==> src/rtl/gamepad_pmod_pkg.sv <==
// rtl/gamepad_pmod_pkg.sv - shared constants, state type and width helper for the gamepad PMOD link
package gamepad_pmod_pkg;

    localparam int GAMEPAD_BITS = 12;

    // Bit positions in the button vector; the first serial bit lands in BTN_B.
    localparam int BTN_B      = 11;
    localparam int BTN_Y      = 10;
    localparam int BTN_SELECT = 9;
    localparam int BTN_START  = 8;
    localparam int BTN_UP     = 7;
    localparam int BTN_DOWN   = 6;
    localparam int BTN_LEFT   = 5;
    localparam int BTN_RIGHT  = 4;
    localparam int BTN_A      = 3;
    localparam int BTN_X      = 2;
    localparam int BTN_L      = 1;
    localparam int BTN_R      = 0;

    typedef enum logic [2:0] {
        ST_IDLE,
        ST_LOAD,
        ST_BIT_LO,
        ST_BIT_HI,
        ST_LATCH
    } pmod_tx_state_e;

    function automatic int cnt_width(input int max_val);
        return (max_val < 1) ? 1 : $clog2(max_val + 1);
    endfunction

endpackage

==> src/rtl/gamepad_pmod_transmitter_if.sv <==
// rtl/gamepad_pmod_transmitter_if.sv - button input and 3-wire PMOD output bundle
interface gamepad_pmod_transmitter_if
    import gamepad_pmod_pkg::*;
#(
    parameter int BIT_WIDTH = GAMEPAD_BITS
);
    logic                 enable;
    logic [BIT_WIDTH-1:0] buttons;
    logic                 present;
    logic                 pmod_clk;
    logic                 pmod_latch;
    logic                 pmod_data;
    logic                 busy;
    logic                 frame_done;

    modport master (
        input  enable, buttons, present,
        output pmod_clk, pmod_latch, pmod_data, busy, frame_done
    );

    modport slave (
        output enable, buttons, present,
        input  pmod_clk, pmod_latch, pmod_data, busy, frame_done
    );
endinterface

==> src/rtl/pmod_half_period_timer.sv <==
// rtl/pmod_half_period_timer.sv - one-shot timer: expire pulses CLK_DIV cycles after start
module pmod_half_period_timer
    import gamepad_pmod_pkg::*;
#(
    parameter int CLK_DIV = 4
) (
    input  logic clk,
    input  logic reset,
    input  logic start,
    output logic expire
);
    localparam int              CW       = cnt_width(CLK_DIV - 1);
    localparam logic [CW-1:0]   LOAD_VAL = CW'(CLK_DIV - 1);

    logic [CW-1:0] cnt_q, cnt_d;
    logic          run_q, run_d;

    always_comb begin
        expire = run_q && (cnt_q == '0);
        cnt_d  = cnt_q;
        run_d  = run_q;
        // A restart on the expiring cycle lets back-to-back states chain without a gap.
        if (start) begin
            cnt_d = LOAD_VAL;
            run_d = 1'b1;
        end else if (expire) begin
            run_d = 1'b0;
        end else if (run_q) begin
            cnt_d = cnt_q - 1'b1;
        end
    end

    always_ff @(posedge clk or posedge reset) begin
        if (reset) begin
            cnt_q <= '0;
            run_q <= 1'b0;
        end else begin
            cnt_q <= cnt_d;
            run_q <= run_d;
        end
    end
endmodule

==> src/rtl/gamepad_pmod_transmitter.sv <==
// rtl/gamepad_pmod_transmitter.sv - serialises a button vector onto pmod_data/pmod_clk/pmod_latch
module gamepad_pmod_transmitter
    import gamepad_pmod_pkg::*;
#(
    parameter int BIT_WIDTH  = GAMEPAD_BITS,
    parameter int CLK_DIV    = 4,
    parameter int GAP_CYCLES = 16
) (
    input  logic                         clk,
    input  logic                         reset,
    gamepad_pmod_transmitter_if.master   bus
);
    generate
        if (CLK_DIV < 2 || BIT_WIDTH < 1) begin : g_bad_params
            $fatal(1, "gamepad_pmod_transmitter: CLK_DIV must be >= 2 and BIT_WIDTH >= 1");
        end
    endgenerate

    localparam int BW = cnt_width(BIT_WIDTH);
    localparam int GW = cnt_width(GAP_CYCLES);

    pmod_tx_state_e       state_q, state_d;
    logic [BIT_WIDTH-1:0] shift_q, shift_d;
    logic [BW-1:0]        bit_cnt_q, bit_cnt_d;
    logic [GW-1:0]        gap_q, gap_d;
    logic                 pmod_clk_q, pmod_clk_d;
    logic                 pmod_latch_q, pmod_latch_d;
    logic                 pmod_data_q, pmod_data_d;
    logic                 busy_q, busy_d;
    logic                 frame_done_q, frame_done_d;
    logic                 timer_start;
    logic                 timer_expire;

    pmod_half_period_timer #(.CLK_DIV(CLK_DIV)) u_timer (
        .clk    (clk),
        .reset  (reset),
        .start  (timer_start),
        .expire (timer_expire)
    );

    always_comb begin
        state_d      = state_q;
        shift_d      = shift_q;
        bit_cnt_d    = bit_cnt_q;
        gap_d        = gap_q;
        frame_done_d = 1'b0;
        timer_start  = 1'b0;

        unique case (state_q)
            ST_IDLE: begin
                if (gap_q != '0) begin
                    gap_d = gap_q - 1'b1;
                end else if (bus.enable) begin
                    // Snapshot here so the whole frame ignores later input changes.
                    state_d   = ST_LOAD;
                    shift_d   = bus.present ? bus.buttons : '1;
                    bit_cnt_d = BW'(BIT_WIDTH);
                end
            end
            ST_LOAD: begin
                state_d     = ST_BIT_LO;
                timer_start = 1'b1;
            end
            ST_BIT_LO: begin
                if (timer_expire) begin
                    state_d     = ST_BIT_HI;
                    timer_start = 1'b1;
                end
            end
            ST_BIT_HI: begin
                if (timer_expire) begin
                    shift_d     = shift_q << 1;
                    bit_cnt_d   = bit_cnt_q - 1'b1;
                    state_d     = (bit_cnt_q == BW'(1)) ? ST_LATCH : ST_BIT_LO;
                    timer_start = 1'b1;
                end
            end
            ST_LATCH: begin
                if (timer_expire) begin
                    state_d      = ST_IDLE;
                    frame_done_d = 1'b1;
                    gap_d        = GW'(GAP_CYCLES);
                end
            end
            default: state_d = ST_IDLE;
        endcase

        // Pins are decoded from the next state so they stay aligned with state_q once registered.
        pmod_clk_d   = (state_d == ST_BIT_HI);
        pmod_latch_d = (state_d == ST_LATCH);
        pmod_data_d  = (state_d == ST_BIT_LO || state_d == ST_BIT_HI) ? shift_d[BIT_WIDTH-1] : 1'b1;
        busy_d       = (state_d != ST_IDLE);
    end

    always_ff @(posedge clk or posedge reset) begin
        if (reset) begin
            state_q      <= ST_IDLE;
            shift_q      <= '1;
            bit_cnt_q    <= '0;
            gap_q        <= '0;
            pmod_clk_q   <= 1'b0;
            pmod_latch_q <= 1'b0;
            pmod_data_q  <= 1'b1;
            busy_q       <= 1'b0;
            frame_done_q <= 1'b0;
        end else begin
            state_q      <= state_d;
            shift_q      <= shift_d;
            bit_cnt_q    <= bit_cnt_d;
            gap_q        <= gap_d;
            pmod_clk_q   <= pmod_clk_d;
            pmod_latch_q <= pmod_latch_d;
            pmod_data_q  <= pmod_data_d;
            busy_q       <= busy_d;
            frame_done_q <= frame_done_d;
        end
    end

    assign bus.pmod_clk   = pmod_clk_q;
    assign bus.pmod_latch = pmod_latch_q;
    assign bus.pmod_data  = pmod_data_q;
    assign bus.busy       = busy_q;
    assign bus.frame_done = frame_done_q;
endmodule

==> src/flat_wrapper.sv <==
// flat-port wrapper written by rule: the top's interface ports become plain ports
module gamepad_pmod_transmitter_flat import gamepad_pmod_pkg::*;
#(
    parameter int BIT_WIDTH  = GAMEPAD_BITS,
    parameter int CLK_DIV    = 4,
    parameter int GAP_CYCLES = 16
)
  (clk, reset, bus_enable, bus_buttons, bus_present, bus_pmod_clk, bus_pmod_latch, bus_pmod_data, bus_busy, bus_frame_done);
  gamepad_pmod_transmitter_if #(.BIT_WIDTH(BIT_WIDTH)) bus_i ();
  input  logic clk;
  input  logic reset;
  input wire logic [$bits(bus_i.enable)-1:0] bus_enable;
  input wire logic [$bits(bus_i.buttons)-1:0] bus_buttons;
  input wire logic [$bits(bus_i.present)-1:0] bus_present;
  output wire logic [$bits(bus_i.pmod_clk)-1:0] bus_pmod_clk;
  output wire logic [$bits(bus_i.pmod_latch)-1:0] bus_pmod_latch;
  output wire logic [$bits(bus_i.pmod_data)-1:0] bus_pmod_data;
  output wire logic [$bits(bus_i.busy)-1:0] bus_busy;
  output wire logic [$bits(bus_i.frame_done)-1:0] bus_frame_done;
  assign bus_i.enable = bus_enable;
  assign bus_i.buttons = bus_buttons;
  assign bus_i.present = bus_present;
  assign bus_pmod_clk = bus_i.pmod_clk;
  assign bus_pmod_latch = bus_i.pmod_latch;
  assign bus_pmod_data = bus_i.pmod_data;
  assign bus_busy = bus_i.busy;
  assign bus_frame_done = bus_i.frame_done;
  gamepad_pmod_transmitter #(.BIT_WIDTH(BIT_WIDTH), .CLK_DIV(CLK_DIV), .GAP_CYCLES(GAP_CYCLES)) u_core (.clk(clk), .reset(reset), .bus(bus_i));
endmodule
==> config.mk <==
export PLATFORM = sky130hd
export DESIGN_NAME = gamepad_pmod_transmitter_flat
export DESIGN_NICKNAME = d
export VERILOG_FILES = /design/src/rtl/gamepad_pmod_pkg.sv /design/src/rtl/gamepad_pmod_transmitter_if.sv /design/src/rtl/pmod_half_period_timer.sv /design/src/rtl/gamepad_pmod_transmitter.sv /design/src/flat_wrapper.sv
export SDC_FILE = /design/constraint.sdc
export NUM_CORES = 1
export LEC_CHECK = 0
export CAP_MARGIN = 20
export CORE_MARGIN = 5
export CORE_UTILIZATION = 48
export DETAILED_ROUTE_END_ITERATION = 7
export GPL_TIMING_DRIVEN = 0
export PLACE_DENSITY = 0.83
export RECOVER_POWER = 50
export SLEW_MARGIN = 40
export SYNTH_ARGS = -nofsm -noshare
export SYNTH_HDL_FRONTEND = slang
export SYNTH_SLANG_ARGS = --single-unit
export TNS_END_PERCENT = 20
==> constraint.sdc <==
create_clock -name clk -period 1.8 [get_ports clk]
set_clock_uncertainty 0.2 [all_clocks]
set_input_delay 0.45 -clock clk [delete_from_list [all_inputs] [get_ports clk]]
set_output_delay 0.45 -clock clk [all_outputs]
set_load 0.1 [all_outputs]
Yosys cells after proc, flatten, opt, wreduce, memory -nomap -nowiden
Index checks and enable logic that the tools add are counted.
- register bits: 32
- bits in writable memories: 0
- memories kept: 0
- latch bits: 0
- output and inout port bits: 5
- memory bits (read-only): 0
- input port bits: 16
- shift-type cells: 0
- reduce and logical (&&, ||, !) cells: 14
- mux-type cells: 28
- div/mod/pow operators: 0
- $lt $le $gt $ge: 0
- equal/unequal tests: 14
- multiply operators: 0
- add/subtract/negate cells: 3
- bitwise logic cells: 0
- operators with widths (operator ; number):
    $mux 12 ; 4
    $pmux 12 s2 ; 1
    $mux 3 ; 6
    $pmux 3 s5 ; 1
    $eq 3x2->1 const B ; 4
    $mux 4 ; 3
    $mux 5 ; 2
    $pmux 5 s2 ; 1
    $ne 2x1->1 const B ; 4
    $pmux 4 s2 ; 1
    $reduce_bool 2->1 ; 4
    $eq 3x3->1 const B ; 2
    $mux 2 ; 3
    $mux 1 ; 5
    $reduce_bool 5->1 ; 1
    $sub 5x1->5 const B ; 1
    $eq 4x1->1 const B ; 1
    $ne 2x2->1 const B ; 2
    $reduce_and 4->1 ; 1
    $sub 4x1->4 const B ; 1
    $eq 3x1->1 const B ; 1
    $logic_not 3->1 ; 1
    $reduce_and 3->1 ; 1
    $reduce_bool 3->1 ; 1
    7 further kinds ; 7

Longest topological paths before layout
- depth after elaboration: 7
- gate-level depth with buffers: 8
- gate-level depth less buffers: 6

Modules after synthesis
From an unflattened synthesis, not the netlist that was laid out.
- cells, all modules: 143
- area, all modules: 1621.6 µm²
- by module, submodules not included (module ; times used ; cells each ; sequential area each (µm²) ; area each (µm²)):
    gamepad_pmod_transmitter ; 1 ; 127 ; 742.0 ; 1458.9
    pmod_half_period_timer ; 1 ; 16 ; 75.1 ; 162.7

Worst setup path after synthesis
OpenSTA, ideal clock, no wires.
- path kind: reg2reg
- start point: register u_core.gap_q[0]
- end point: register u_core.gap_q[0]
- cell stages (with the launch flop): 7
- setup slack: -0.114 ns
- clock period less this slack: 1.914 ns
- library setup time: 0.132 ns
- buffers on the path: 0
- data arrival time: 1.582 ns
- required time: 1.468 ns
- path through: dfrtp_1 -> inv_1 -> ha_1 -> or4b_2 -> and3_1 -> a21oi_1 -> o21ai_0
- longest elaborated chain between the ends: 3
- elaborated cells on any way between the ends: 6
- classes of those cells: add/sub: 1; eq/ne: 1; mux: 2; reduce/logical: 2
- RTL lines (element ; line ; text):
    from (decl) ; gamepad_pmod_transmitter.sv:25 ; logic [GW-1:0] gap_q, gap_d;
    from (signal assigned) ; gamepad_pmod_transmitter.sv:110 ; gap_q <= gap_d;
    $sub 5x1->5 / $reduce_bool 5->1 (equally long branches) ; gamepad_pmod_transmitter.sv:52, gamepad_pmod_transmitter.sv:51 ;
    $mux 5 / $ne 2x1->1 (equally long branches) ; -- ;
    $pmux 5 s2 / $reduce_and 3->1 (equally long branches) ; -- ;
Several ways; a longest one is shown, not always the timed one. The select of a mux whose other input is x is not followed.
A chain may end at the register's enable or synchronous reset.

Worst setup path after layout
- start point: register u_core.gap_q[1]
- end point: register u_core.pmod_data_q, in the netlist u_core.bus.pmod_data
- elaborated cells on any way between the ends: 9
- classes of those cells: eq/ne: 2; mux: 5; reduce/logical: 2
- RTL lines (element ; line ; text):
    $reduce_bool 5->1 ; gamepad_pmod_transmitter.sv:51 ; if (gap_q != '0) begin
    $mux 12 ; gamepad_pmod_transmitter.sv:51 ;
    $pmux 12 s2 ; gamepad_pmod_transmitter.sv:49 ; unique case (state_q)
    via u_core.shift_d[11] ; gamepad_pmod_transmitter.sv:23 ; logic [BIT_WIDTH-1:0] shift_q, shift_d;
    $mux 1 ; gamepad_pmod_transmitter.sv:91 ; pmod_data_d = (state_d == ST_BIT_LO || state_d == ST_BIT_HI) ? shift_d[BIT_WIDTH-1] : 1'b1;
    via u_core.pmod_data_d ; gamepad_pmod_transmitter.sv:28 ; logic pmod_data_q, pmod_data_d;
    to (signal assigned) ; gamepad_pmod_transmitter.sv:113 ; pmod_data_q <= pmod_data_d;
    to (decl) ; gamepad_pmod_transmitter.sv:28 ;
The timed path passes the listed nets, and every way through them passes these cells. The select of a mux whose other input is x is not followed.

==> run metrics <==
Routed WL per cell=13.8 um; final hold slack=297 ps; Hold Vio Cnt, Final=0; Post-route DRC=0; Pre-antenna DRT Iters=4; Cell Pwr Density=705 mW/mm^2; crit-path max FO=3; peak supply drop=0.000643 V; Initial Utilization=0.507; CP Capture Type=flop; Clk Latency, worst-skew pair=340 ps; clk root buf=clkbuf_4; Setup CP Type=reg -> reg; Core Region=0.00308 sq mm; TritonCTS buffer count=5; Synth Warn #=0; maximum clock frequency=515 MHz; crit path from=u_core.gap_q[1]$_DFFE_PP0P_; RSZ-0062 raised after global routing=true; Die Wd=67.0 um; CTS max path bufs=2; row count=20; CTS sink cnt=32; average size of a mapped cell=10.3 sq um; NumNets Final=204; r2r setup slk=-140 ps; Routed WL=3.15 mm; Top FF cell, synth=dfrtp_1; CP endpoint=u_core.bus.pmod_data$_DFF_PP1_; Non-Filler Instances=228; gr ovfl total=0; min Tclk post-route=1940 ps; most common cell in the netlist=inv_1; worst endpoint required time=1880 ps; largest net degree at the start of global routing=33; number of synthesized flops with an enable pin=0; CTS tree=built; Setup crit start kind=flop; first-pass GRT wire length=5.22 mm; die height=67.0 um; crit path DAT=2020 ps; I/O Pins=21; Layout area overhead=26.6%; Power, Total=1.39 mW; worst reg-to-reg path cell count=6; Worst Hold Class=reg -> reg; CTS Hold Bufs=0; Async SR Flop Fraction=1.00; htree depth=2; number of global-route vias before repair=1233; clk slew on worst S/H paths=100 ps; status=finished with violations; share of cells above drive strength 1=0.261; Routed Antenna Nets=0; Worst-Margin Slew=634 ps; Max-slew headroom=0.577; library cells used by synthesis=34; cell area after layout=0.00197 sq mm; max_cap viols=0; synthesized instance count=152; Die ar.=0.00449 sq mm; fin crit share=1.08; Total GRT Usage=0.156; Leak Pwr=0.953 nW; Worst R2R Start=u_core.gap_q[1]$_DFFE_PP0P_; final max-slew violation count=0; Synth top area share=0.305; synthesis-stage register bit count=32; Synth area leaders=dfrtp_1, dfstp_2, a221o_1; final worst setup slack=-141 ps; placed cell count=216; failing checks=negative setup slack; synth cell count leaders=inv_1, dfrtp_1, nand2_1; initial antenna violation count=0; DP HPWL=2.30 mm; largest area contributor in the netlist=dfrtp_1; synthesized cell area=0.00156 sq mm; initial drt markers=50; Routability Congestion=0.843; reg2reg end=u_core.bus.pmod_data$_DFF_PP1_; Vias per Instance=5.36; sequential area share after synthesis=0.524; # port buffers=20; cell area after placement=0.00181 sq mm; antenna fix cells=0; Final setup viols=12; Net Count, Synth=173; HP Start=u_core.shift_q[0]$_DFFE_PP1P_; via count=1222
[report_power, final]
part	switching (mW)	internal, mW
combinational	0.0256	0.0314
clock	0.247	0.369
sequential	0	0.720
total	0.273	1.12
[repair_timing]
| action | in CTS | in global routing |
|---|---|---|
| cloned | 0 | 0 |
| resized for setup | 5 | 7 |
| endpoints found under the setup margin | 21 | 20 |
| buffers inserted | 5 | 0 |
| pin swaps | 1 | 1 |
[area by class of cell]
cell class | count | area [sq um]
clock inverters | 1 | 30.0
multi-input cells | 94 | 688
plain buffers | 4 | 21.3
well taps | 44 | 55.1
clock buffers | 7 | 65.1
flip-flops and latches | 32 | 817
repair buffers | 25 | 219
fillers | 249 | 1100
inverters | 21 | 78.8
[stage by stage]
| step | utilization | TNS (ps) | worst slack (ps) |
|---|---|---|---|
| 3_3_place_gp | 0.598 | -9250 | -467 |
| 4_1_cts | 0.635 | -863 | -139 |
| 2_1_floorplan | - | -12.0 | -12.0 |
| 6_report | 0.641 | -1020 | -141 |
| 3_5_place_dp | 0.589 | -3560 | -365 |
| 5_1_grt | 0.641 | -2400 | -244 |
[worst min-delay path by stage]
stage | cells after the start | end
after floorplan | 2 | u_core.shift_q[0]$_DFFE_PP1P_
after global placement | 2 | u_core.u_timer.cnt_q[1]$_DFFE_PP0P_
final | 2 | u_core.shift_q[0]$_DFFE_PP1P_
after CTS | 2 | u_core.shift_q[0]$_DFFE_PP1P_
after detailed placement | 2 | u_core.shift_q[0]$_DFFE_PP1P_
after global routing | 2 | u_core.shift_q[0]$_DFFE_PP1P_
[critical path: stages (launching register included)]
cell,delay [ps]
dfrtp_1,410
inv_2,80
ha_4,130
nor4b_4,290
a32oi_2,190
a221o_1,360
or2_1,210
[logic make-up (layout without fill, tap and decap cells)]
family,Yosys count,in the layout,synth area share
buffers and inverters,26,58,0.0642
XOR/XNOR,5,5,0.0281
AND/OR/NAND/NOR,49,49,0.181
adder cells (fa/ha/maj),5,5,0.0401
AO/OA/AOI/OAI,33,33,0.148
multiplexers,2,2,0.0136
flip-flops,32,32,0.524
[placed cells by master, fill, tap and decap left out, types with 3 or more instances in the layout]
cell and n:
nand2_1 17, a21oi_1 10, dfstp_2 13, buf_2 6, nand3_1 8, a221o_1 11, dfrtp_1 19, ha_1 4
xor2_1 3, and3_1 4, inv_1 18, clkbuf_4 5, buf_4 6, o21ai_0 6, clkdlybuf4s50_1 14, inv_2 3
[sequential cells by signal, indices dropped and copies added (netlist names)]
signal                 cells
u_core.shift_q            12
u_core.gap_q               5
u_core.bit_cnt_q           4
u_core.state_q             3
u_core.u_timer.cnt_q       2
u_core.bus.busy            1
u_core.bus.frame_done      1
u_core.bus.pmod_clk        1
u_core.bus.pmod_data       1
u_core.bus.pmod_latch      1
u_core.u_timer.run_q       1
[metal layers]
metal,share of wire,GRT usage
met1,0.41,0.177
met2,0.53,0.264
met3,0.043,0.0573
met4,0.018,0.0633
met5,0,0
Note: power is estimated with default switching activity, not from simulation.
